<file path="config.mk">
export PLATFORM = sky130hd
export DESIGN_NAME = fifo_wr_arbiter
export DESIGN_NICKNAME = d
export VERILOG_FILES = /design/src/rtl/fifo_arb_pkg.sv /design/src/rtl/rr_picker.sv /design/src/rtl/fifo_wr_arbiter.sv
export SDC_FILE = /design/constraint.sdc
export NUM_CORES = 1
export LEC_CHECK = 0
export CORE_MARGIN = 5
export CORE_UTILIZATION = 33
export CTS_CLUSTER_DIAMETER = 60
export DETAILED_ROUTE_END_ITERATION = 8
export PLACE_DENSITY_LB_ADDON = 0.25
export SYNTH_ARGS = -nofsm -noshare
export SYNTH_HDL_FRONTEND = slang
export SYNTH_SLANG_ARGS = --single-unit
</file>
<file path="constraint.sdc">
create_clock -name clk -period 1.95 [get_ports clk]
set_input_delay 0.39 -clock clk [delete_from_list [all_inputs] [get_ports clk]]
set_output_delay 0.39 -clock clk [all_outputs]
set_load 0.005 [all_outputs]
</file>
<file path="src/rtl/fifo_arb_pkg.sv">
// Shared types and default parameter values for the FIFO write-port arbiter.
package fifo_arb_pkg;

    typedef enum logic {
        ARB_IDLE = 1'b0,
        ARB_LOCK = 1'b1
    } arb_state_e;

    localparam int DEF_NUM_REQ = 4;
    localparam int DEF_WIDTH   = 8;
    localparam int DEF_BURST   = 4;

endpackage

</file>
<file path="src/rtl/rr_picker.sv">
// Rotate-priority select: first valid index starting at ptr, wrapping modulo NUM_REQ.
// Latency: purely combinational. Backpressure: none, selection only.
module rr_picker
    import fifo_arb_pkg::*;
#(
    parameter int NUM_REQ = DEF_NUM_REQ,
    parameter int IDW     = $clog2(NUM_REQ)
) (
    input  logic [NUM_REQ-1:0] valid,
    input  logic [IDW-1:0]     ptr,
    output logic [IDW-1:0]     winner,
    output logic               any_valid
);

    localparam int SW = IDW + 1;

    logic [SW-1:0] idx;

    // Walk from the lowest priority up so the highest-priority hit is written last.
    always_comb begin
        winner    = '0;
        any_valid = 1'b0;
        idx       = '0;
        for (int i = NUM_REQ - 1; i >= 0; i--) begin
            idx = {1'b0, ptr} + SW'(i);
            if (idx >= SW'(NUM_REQ)) begin
                idx = idx - SW'(NUM_REQ);
            end
            if (valid[idx[IDW-1:0]]) begin
                winner    = idx[IDW-1:0];
                any_valid = 1'b1;
            end
        end
    end

endmodule

</file>
<file path="src/rtl/fifo_wr_arbiter.sv">
// Round-robin arbiter sharing one FIFO write port among NUM_REQ valid/ready producers.
// Latency: 1 cycle arbitration, then data passes combinationally to the FIFO.
// Backpressure: fifo_full drops the granted ready in the same cycle; FIFO_WR_ARBITER_BURST_EN enables BURST-beat tenures.
module fifo_wr_arbiter
    import fifo_arb_pkg::*;
#(
    parameter int NUM_REQ = DEF_NUM_REQ,
    parameter int WIDTH   = DEF_WIDTH,
    parameter int BURST   = DEF_BURST,
    parameter int IDW     = $clog2(NUM_REQ)
) (
    input  logic                     clk,
    input  logic                     rst,
    input  logic [NUM_REQ-1:0]       req_valid,
    input  logic [NUM_REQ*WIDTH-1:0] req_data,
    output logic [NUM_REQ-1:0]       req_ready,
    output logic                     fifo_wr_en,
    output logic [WIDTH-1:0]         fifo_data_in,
    input  logic                     fifo_full,
    output logic [IDW-1:0]           grant_id,
    output logic                     busy
);

    if (NUM_REQ < 2 || BURST < 1) begin : g_bad_params
        $error("fifo_wr_arbiter: NUM_REQ must be >= 2 and BURST >= 1");
    end

    arb_state_e     state_q, state_d;
    logic [IDW-1:0] grant_q, grant_d;
    logic [IDW-1:0] rr_ptr_q, rr_ptr_d;
    logic [IDW-1:0] pick_id;
    logic           pick_any;
    logic [IDW-1:0] grant_nxt;
    logic           grant_vld;
    logic           xfer;
    logic           last_beat;
    logic           tenure_end;

    rr_picker #(
        .NUM_REQ (NUM_REQ),
        .IDW     (IDW)
    ) u_rr_picker (
        .valid     (req_valid),
        .ptr       (rr_ptr_q),
        .winner    (pick_id),
        .any_valid (pick_any)
    );

    assign grant_vld = req_valid[grant_q];
    assign grant_nxt = (grant_q == IDW'(NUM_REQ - 1)) ? '0 : grant_q + 1'b1;
    // A beat caught by reset is never written.
    assign xfer      = (state_q == ARB_LOCK) && grant_vld && !fifo_full && !rst;

`ifdef FIFO_WR_ARBITER_BURST_EN
    localparam int                CW       = $clog2(BURST + 1);
    localparam logic [CW-1:0]     LAST_CNT = CW'(BURST - 1);

    logic [CW-1:0] beat_cnt;

    assign last_beat = (beat_cnt == LAST_CNT);

    always_ff @(posedge clk) begin
        if (rst) begin
            beat_cnt <= '0;
        end else if (tenure_end) begin
            beat_cnt <= '0;
        end else if (xfer) begin
            beat_cnt <= beat_cnt + 1'b1;
        end
    end
`else
    assign last_beat = 1'b1;
`endif

    always_ff @(posedge clk) begin
        if (rst) begin
            state_q  <= ARB_IDLE;
            grant_q  <= '0;
            rr_ptr_q <= '0;
        end else begin
            state_q  <= state_d;
            grant_q  <= grant_d;
            rr_ptr_q <= rr_ptr_d;
        end
    end

    always_comb begin
        state_d      = state_q;
        grant_d      = grant_q;
        rr_ptr_d     = rr_ptr_q;
        req_ready    = '0;
        fifo_wr_en   = 1'b0;
        fifo_data_in = '0;
        tenure_end   = 1'b0;
        case (state_q)
            ARB_IDLE: begin
                if (pick_any) begin
                    state_d = ARB_LOCK;
                    grant_d = pick_id;
                end
            end
            ARB_LOCK: begin
                req_ready[grant_q] = !fifo_full && !rst;
                if (xfer) begin
                    fifo_wr_en   = 1'b1;
                    fifo_data_in = req_data[int'(grant_q)*WIDTH +: WIDTH];
                end
                // Dropping valid gives the grant up even while the FIFO is full.
                if (!grant_vld || (xfer && last_beat)) begin
                    state_d    = ARB_IDLE;
                    rr_ptr_d   = grant_nxt;
                    tenure_end = 1'b1;
                end
            end
            default: state_d = ARB_IDLE;
        endcase
    end

    assign grant_id = grant_q;
    assign busy     = (state_q == ARB_LOCK);

endmodule

</file>
* After elaboration in Yosys (flattened, before gate mapping) *
Index checks and enable logic that the tools add are counted.

cells by class
  $add $sub $neg = 8
  $lt $le $gt $ge = 10
  eq/ne operators = 1
  shift-type cells = 1
  multiplexer cells = 33
  bitwise gates (word level) = 2
  reductions and logical operators = 11

operators by type and width
  kind                                                                                 count
  32-bit by 6-bit variable part select with 8-bit output                               1
  2-bit 2-to-1 mux                                                                     9
  8-bit 2-to-1 mux                                                                     2
  2-bit by 3-bit < comparator with 1-bit output, second input constant                 5
  1-bit 2-to-1 mux                                                                     14
  1-bit binary-select mux with 2-bit select                                            5
  3-bit greater-or-equal comparator, second input constant                             3
  2-bit by 1-bit subtractor with 2-bit output, second input constant                   4
  2-bit by 2-bit adder with 3-bit output, second input constant                        2
  1-bit logical AND                                                                    5
  4-bit AND                                                                            1
  4-bit 2-to-1 mux                                                                     1
  2-bit AND reduction                                                                  2
  2-bit by 1-bit adder with 3-bit output, second input constant                        1
  2-bit by 3-bit greater-or-equal comparator with 1-bit output, second input constant  1
  1-bit logical NOT                                                                    3
  2-bit by 1-bit adder with 2-bit output, second input constant                        1
  1-bit demux with 2-bit select                                                        1
  2-bit equality test, second input constant                                           1
  2-bit by 1-bit greater-or-equal comparator with 1-bit output, second input constant  1
  1-bit one-hot mux with 2 select lines                                                1
  1-bit logical OR                                                                     1
  1-bit inverter                                                                       1

storage, ports and cells
  flip-flop bits (word level) = 5
  input port bits = 39
  output and inout port bits = 16
  logic and storage cells = 69

* Longest topological paths before layout *
Gate-level depths: netlist of run 1.

  depth after elaboration = 11
  gate-level depth with buffers = 5
  mapped depth without buffers = 4

* Cells and area by module *
Synthesis of run 1 repeated with hierarchy kept, for this count alone.

second synthesis, totals
  cells, all modules = 74
  area total of the unflattened synthesis = 691.9 um^2

modules (own cells, without submodules)
  module           times used  cells an instance  area an instance (um^2)  sequential area each (um^2)
  fifo_wr_arbiter  1           61                 614.3                    100.1
  rr_picker        1           13                 77.6                     0.0

* Least setup slack after synthesis of run 1 *
OpenSTA, ideal clock, no wires.

  path type = flip-flop to output port
  from = reg grant_q[0], in the netlist grant_id[0]
  to = out fifo_data_in[0]
  arrival = 1,299 ps
  required time = 1,560 ps
  setup slack = 261 ps
  stages on the path, launching flop included = 4
  path buffers = 1
  cell sequence = dfxtp_1 > buf_6 > mux4_2 > nor2b_1

between the ends
  word-level cells in the longest chain between the ends = 7
  elaborated cells between the ends (all ways) = 8
  classes of those cells = shift: 1; mux: 4; reduce/logical: 3

ends and longest elaborated chain
  item                                                                                            RTL line                source
  start, declared                                                                                 fifo_wr_arbiter.sv:29   logic [IDW-1:0] grant_q, grant_d;
  start signal, assigned                                                                          fifo_wr_arbiter.sv:82   grant_q <= grant_d;
  branches (longest 5 deep; another with 32-bit by 6-bit variable part select with 8-bit output)  -
  8-bit 2-to-1 mux *                                                                              fifo_wr_arbiter.sv:104  if (xfer) begin
  8-bit 2-to-1 mux *                                                                              fifo_wr_arbiter.sv:95   case (state_q)
  end, declared                                                                                   fifo_wr_arbiter.sv:18   output logic [WIDTH-1:0] fifo_data_in,

Mark *: on every way between the ends. The select of a mux whose other input is x is not followed.

* Worst setup path after layout of run 1 *
  from = in req_data[27]
  to = out fifo_data_in[3]

between the ends
  word-level cells in the longest chain between the ends = 3

ends and longest elaborated chain
  item                                                    RTL line                source
  start, declared                                         fifo_wr_arbiter.sv:15   input logic [NUM_REQ*WIDTH-1:0] req_data,
  32-bit by 6-bit variable part select with 8-bit output  fifo_wr_arbiter.sv:106  fifo_data_in = req_data[int'(grant_q)*WIDTH +: WIDTH];
  8-bit 2-to-1 mux                                        fifo_wr_arbiter.sv:104
  8-bit 2-to-1 mux                                        fifo_wr_arbiter.sv:95

No other way between the ends.

==> results of run 1 <==
[worst min path at each step]
stage,cells past startpoint,endpoint,start,slack (ns)
after detailed placement,2,rr_ptr_q[0],rr_ptr_q[0],0.56
after CTS,2,rr_ptr_q[0],rr_ptr_q[0],0.57
after global placement,2,rr_ptr_q[0],rr_ptr_q[0],0.52
after floorplan,1,grant_id[1],rst,0.46
after global routing,2,rr_ptr_q[0],rr_ptr_q[0],0.64
final,2,rr_ptr_q[0],rr_ptr_q[0],0.56
[per-stage QoR]
step	power [mW]	hold slack [ns]	cell area, um^2	setup TNS (ns)	cells
2_1_floorplan	0.231	0.459	694	0	71
3_3_place_gp	0.375	0.515	1370	-4.19	166
3_5_place_dp	0.382	0.558	1370	-4.60	166
4_1_cts	0.516	0.567	1420	-0.211	174
5_1_grt	0.570	0.641	1440	-0.00330	177
6_report	0.529	0.564	1440	0	177
[critical path, delay by kind of cell]
family                 cells  cell delay [ns]
AND/OR/NAND/NOR            1             0.15
multiplexers               1             0.46
buffers and inverters      2             0.52
[cell type report]
class,count,share of cell area [%]
timing repair buffer,77,48.5
multi-input combinational,59,38.5
sequential,5,7.46
tap,27,2.34
clock buffer,3,1.56
inverter,5,1.30
clock inverter,1,0.347
[layer usage]
layer,wire (um),global-route usage (%)
met2,1280,31.9
met1,1190,20.7
met3,173,4.18
met4,25,4.07
met5,0,0
[Yosys cell counts, drive strengths merged, types with 2 or more instances]
| cell type | number | share of area, % |
|---|---|---|
| a21oi | 5 | 3.6 |
| and2 | 4 | 3.6 |
| buf | 2 | 2.3 |
| dfxtp | 5 | 14 |
| ha | 4 | 7.2 |
| inv | 5 | 2.7 |
| mux2i | 4 | 5.8 |
| mux4 | 8 | 28 |
| nand2 | 4 | 3.2 |
| nand2b | 2 | 1.8 |
| nor2 | 7 | 3.8 |
| nor2b | 8 | 7.2 |
| nor3 | 2 | 3.1 |
| nor4 | 2 | 1.8 |
| o221ai | 2 | 3.4 |
[timing repair]
action / 4_1_cts / 5_1_grt
endpoints found under the setup margin: 13 / 11
setup buffers: 4 / 3
endpoints found under the hold margin: 0 / 0
pin swaps: 3 / 2
resized for setup: 44 / 18
[registers in the layout, indices dropped and copies added (netlist names)]
signal,cells
grant_id,2
rr_ptr_q,2
busy,1
[report_power, final]
part / switching, mW / total (mW) / internal, mW
logic: 0.0950 / 0.280 / 0.185
registers: 0.00989 / 0.121 / 0.111
clock network: 0.0534 / 0.128 / 0.0748
[kinds of logic after synthesis]
| family | count (synthesis) |
|---|---|
| mux | 13 |
| compound gates | 13 |
| flops | 5 |
| simple gates | 29 |
| fa+ha+maj | 4 |
| buf+inv | 7 |
==> run_results.csv, run 1 <==
group,metric,value,unit
run_status,outcome,"complete, no violations",
yosys,syn_nets,114,
clocking,cts_buffer_depth,2,
floorplanning,dieWidth,55.9,um
setup_path,r2r-start,"grant_id[1]",
timing,fin_crit,1.91,ns
job,max-cap-violations,0,
routing,vias,887,
setup_path,crit_chain,"clkdlybuf4s50_1 -> mux4_2 -> nor2b_1 -> buf_2",
global_routing,grt_antenna_before_repair,0,
finish,multi_input_area,556,um^2
place,hpwl,2010,um
clocking,cts_tree,"yes",
timing,setup_violations,0,
routing,wl,2660,um
yosys,synthFlopType,"dfxtp_1",
place,numPortBuffers,54,
global_routing,grt_pass1_vias,934,
yosys,avgSynthCellArea,9.78,um^2
clocking,cts.hold.buffers_added,0,
power,peakVddDrop,0.358,mV
setup_path,crit_arrival,1.52,ns
setup_path,ff2ff_path_depth,6,
setup_path,endpoint_kind,"primary output",
finish,final_common_cell,"clkdlybuf4s50_1",
finish,utilization,72.8,%
floorplanning,pin_count,55,
yosys,netlist_instances,71,
clocking,numCtsBuffers,3,
floorplanning,die_h,55.9,um
finish,fin_nets,194,
yosys,synth_edf_count,0,
setup_path,crit_fanout,1,
finish,n_fill_cell,143,
floorplanning,rows,16,
yosys,synth_mux_area_share,35.0,%
routing,antenna_left,0,
setup_path,cpPeakStageDelay,0.46,ns
yosys,syn_area,694,um^2
global_routing,grt_max_degree,9,
timing,clock.fmax,0.525,GHz
routing,drt_iter0_markers,26,
setup_path,rr_endpoint,"rr_ptr_q[0]",
timing,finalHoldViolCount,0,
finish,regArea,108,um^2
timing,fin_skew,0.00202,ns
place,gp_congestion,0.905,
global_routing,grt.total_usage,17.6,%
clocking,cts_max_level,1,
clocking,clk_latency,0.25,ns
routing,via_per_inst,5.01,
setup_path,critPathKind,"input port to primary output",
yosys,synth_adder_area_share,7.21,%
timing,rsz0062_at_grt,"yes",
finish,areaGrowthSynthToFinish,108,%
yosys,synth_cell_type_count,27,
routing,drc,0,
yosys,synth-xor-area-share,0,%
timing,fin_ws,0.0446,ns
worst_hold_path,hp-class,"flop to flop",
finish,final_cell_mix,"clkdlybuf4s50_1, buf_4, mux4_2, nor2b_1, dlygate4sd2_1",
place,dpl_worst_slack,-0.416,ns
timing,maxSlewHeadroom,76.9,%
power,power.leakage,0.637,nW
setup_path,cp-start-kind,"input port",
floorplanning,initial_core_util,35.0,%
global_routing,grt_pass1_wl,4470,um
routing,wl_per_cell,15.0,um
timing,tightest_slew,0.343,ns
floorplanning,die_area,3120,um^2
setup_path,critPathSlowestCell,"mux4_2",
setup_path,r2r_setup_slack,0.54,ns
power,power_density,366,nW/um^2
yosys,synth_compound_area_share,13.9,%
floorplanning,core-area,1980,um^2
yosys,yosysSeqAreaShare,14.4,%
yosys,synth-async-reset-ratio,0,%
yosys,synth_top_family_by_area,"multiplexers",
setup_path,critPathLaunch,"req_data[27]",
clocking,clk_pin_slew_worst_paths,0.05,ns
clocking,cts_root_buf,"clkbuf_4",
setup_path,cp.required,1.56,ns
setup_path,crit_end,"fifo_data_in[3]",
timing,finalCritPeriodShare,97.7,%
global_routing,grt_overflow_total,0,
finish,final_layout_size_suffix_gt1_share,35.3,%
yosys,ys_ff_latch,5,
clocking,clock-sinks,5,
routing,dr.pass1.iters,4,
yosys,synth-simple-area-share,24.5,%
finish,n_antenna_cell,0,
timing,slew_viol_final,0,
yosys,yosysWarnings,0,
Power figures use the tool's default switching activity.
==> run 2: changes to the inputs <==
--- a/config.mk
+++ b/config.mk
@@ -5,6 +5,7 @@
 export SDC_FILE = /design/constraint.sdc
 export NUM_CORES = 1
 export LEC_CHECK = 0
+export CAP_MARGIN = 20
 export CORE_MARGIN = 5
 export CORE_UTILIZATION = 33
 export CTS_CLUSTER_DIAMETER = 60
==> results of run 2 <==
No change in the layout: final DEF, timing and power equal those of run 1.
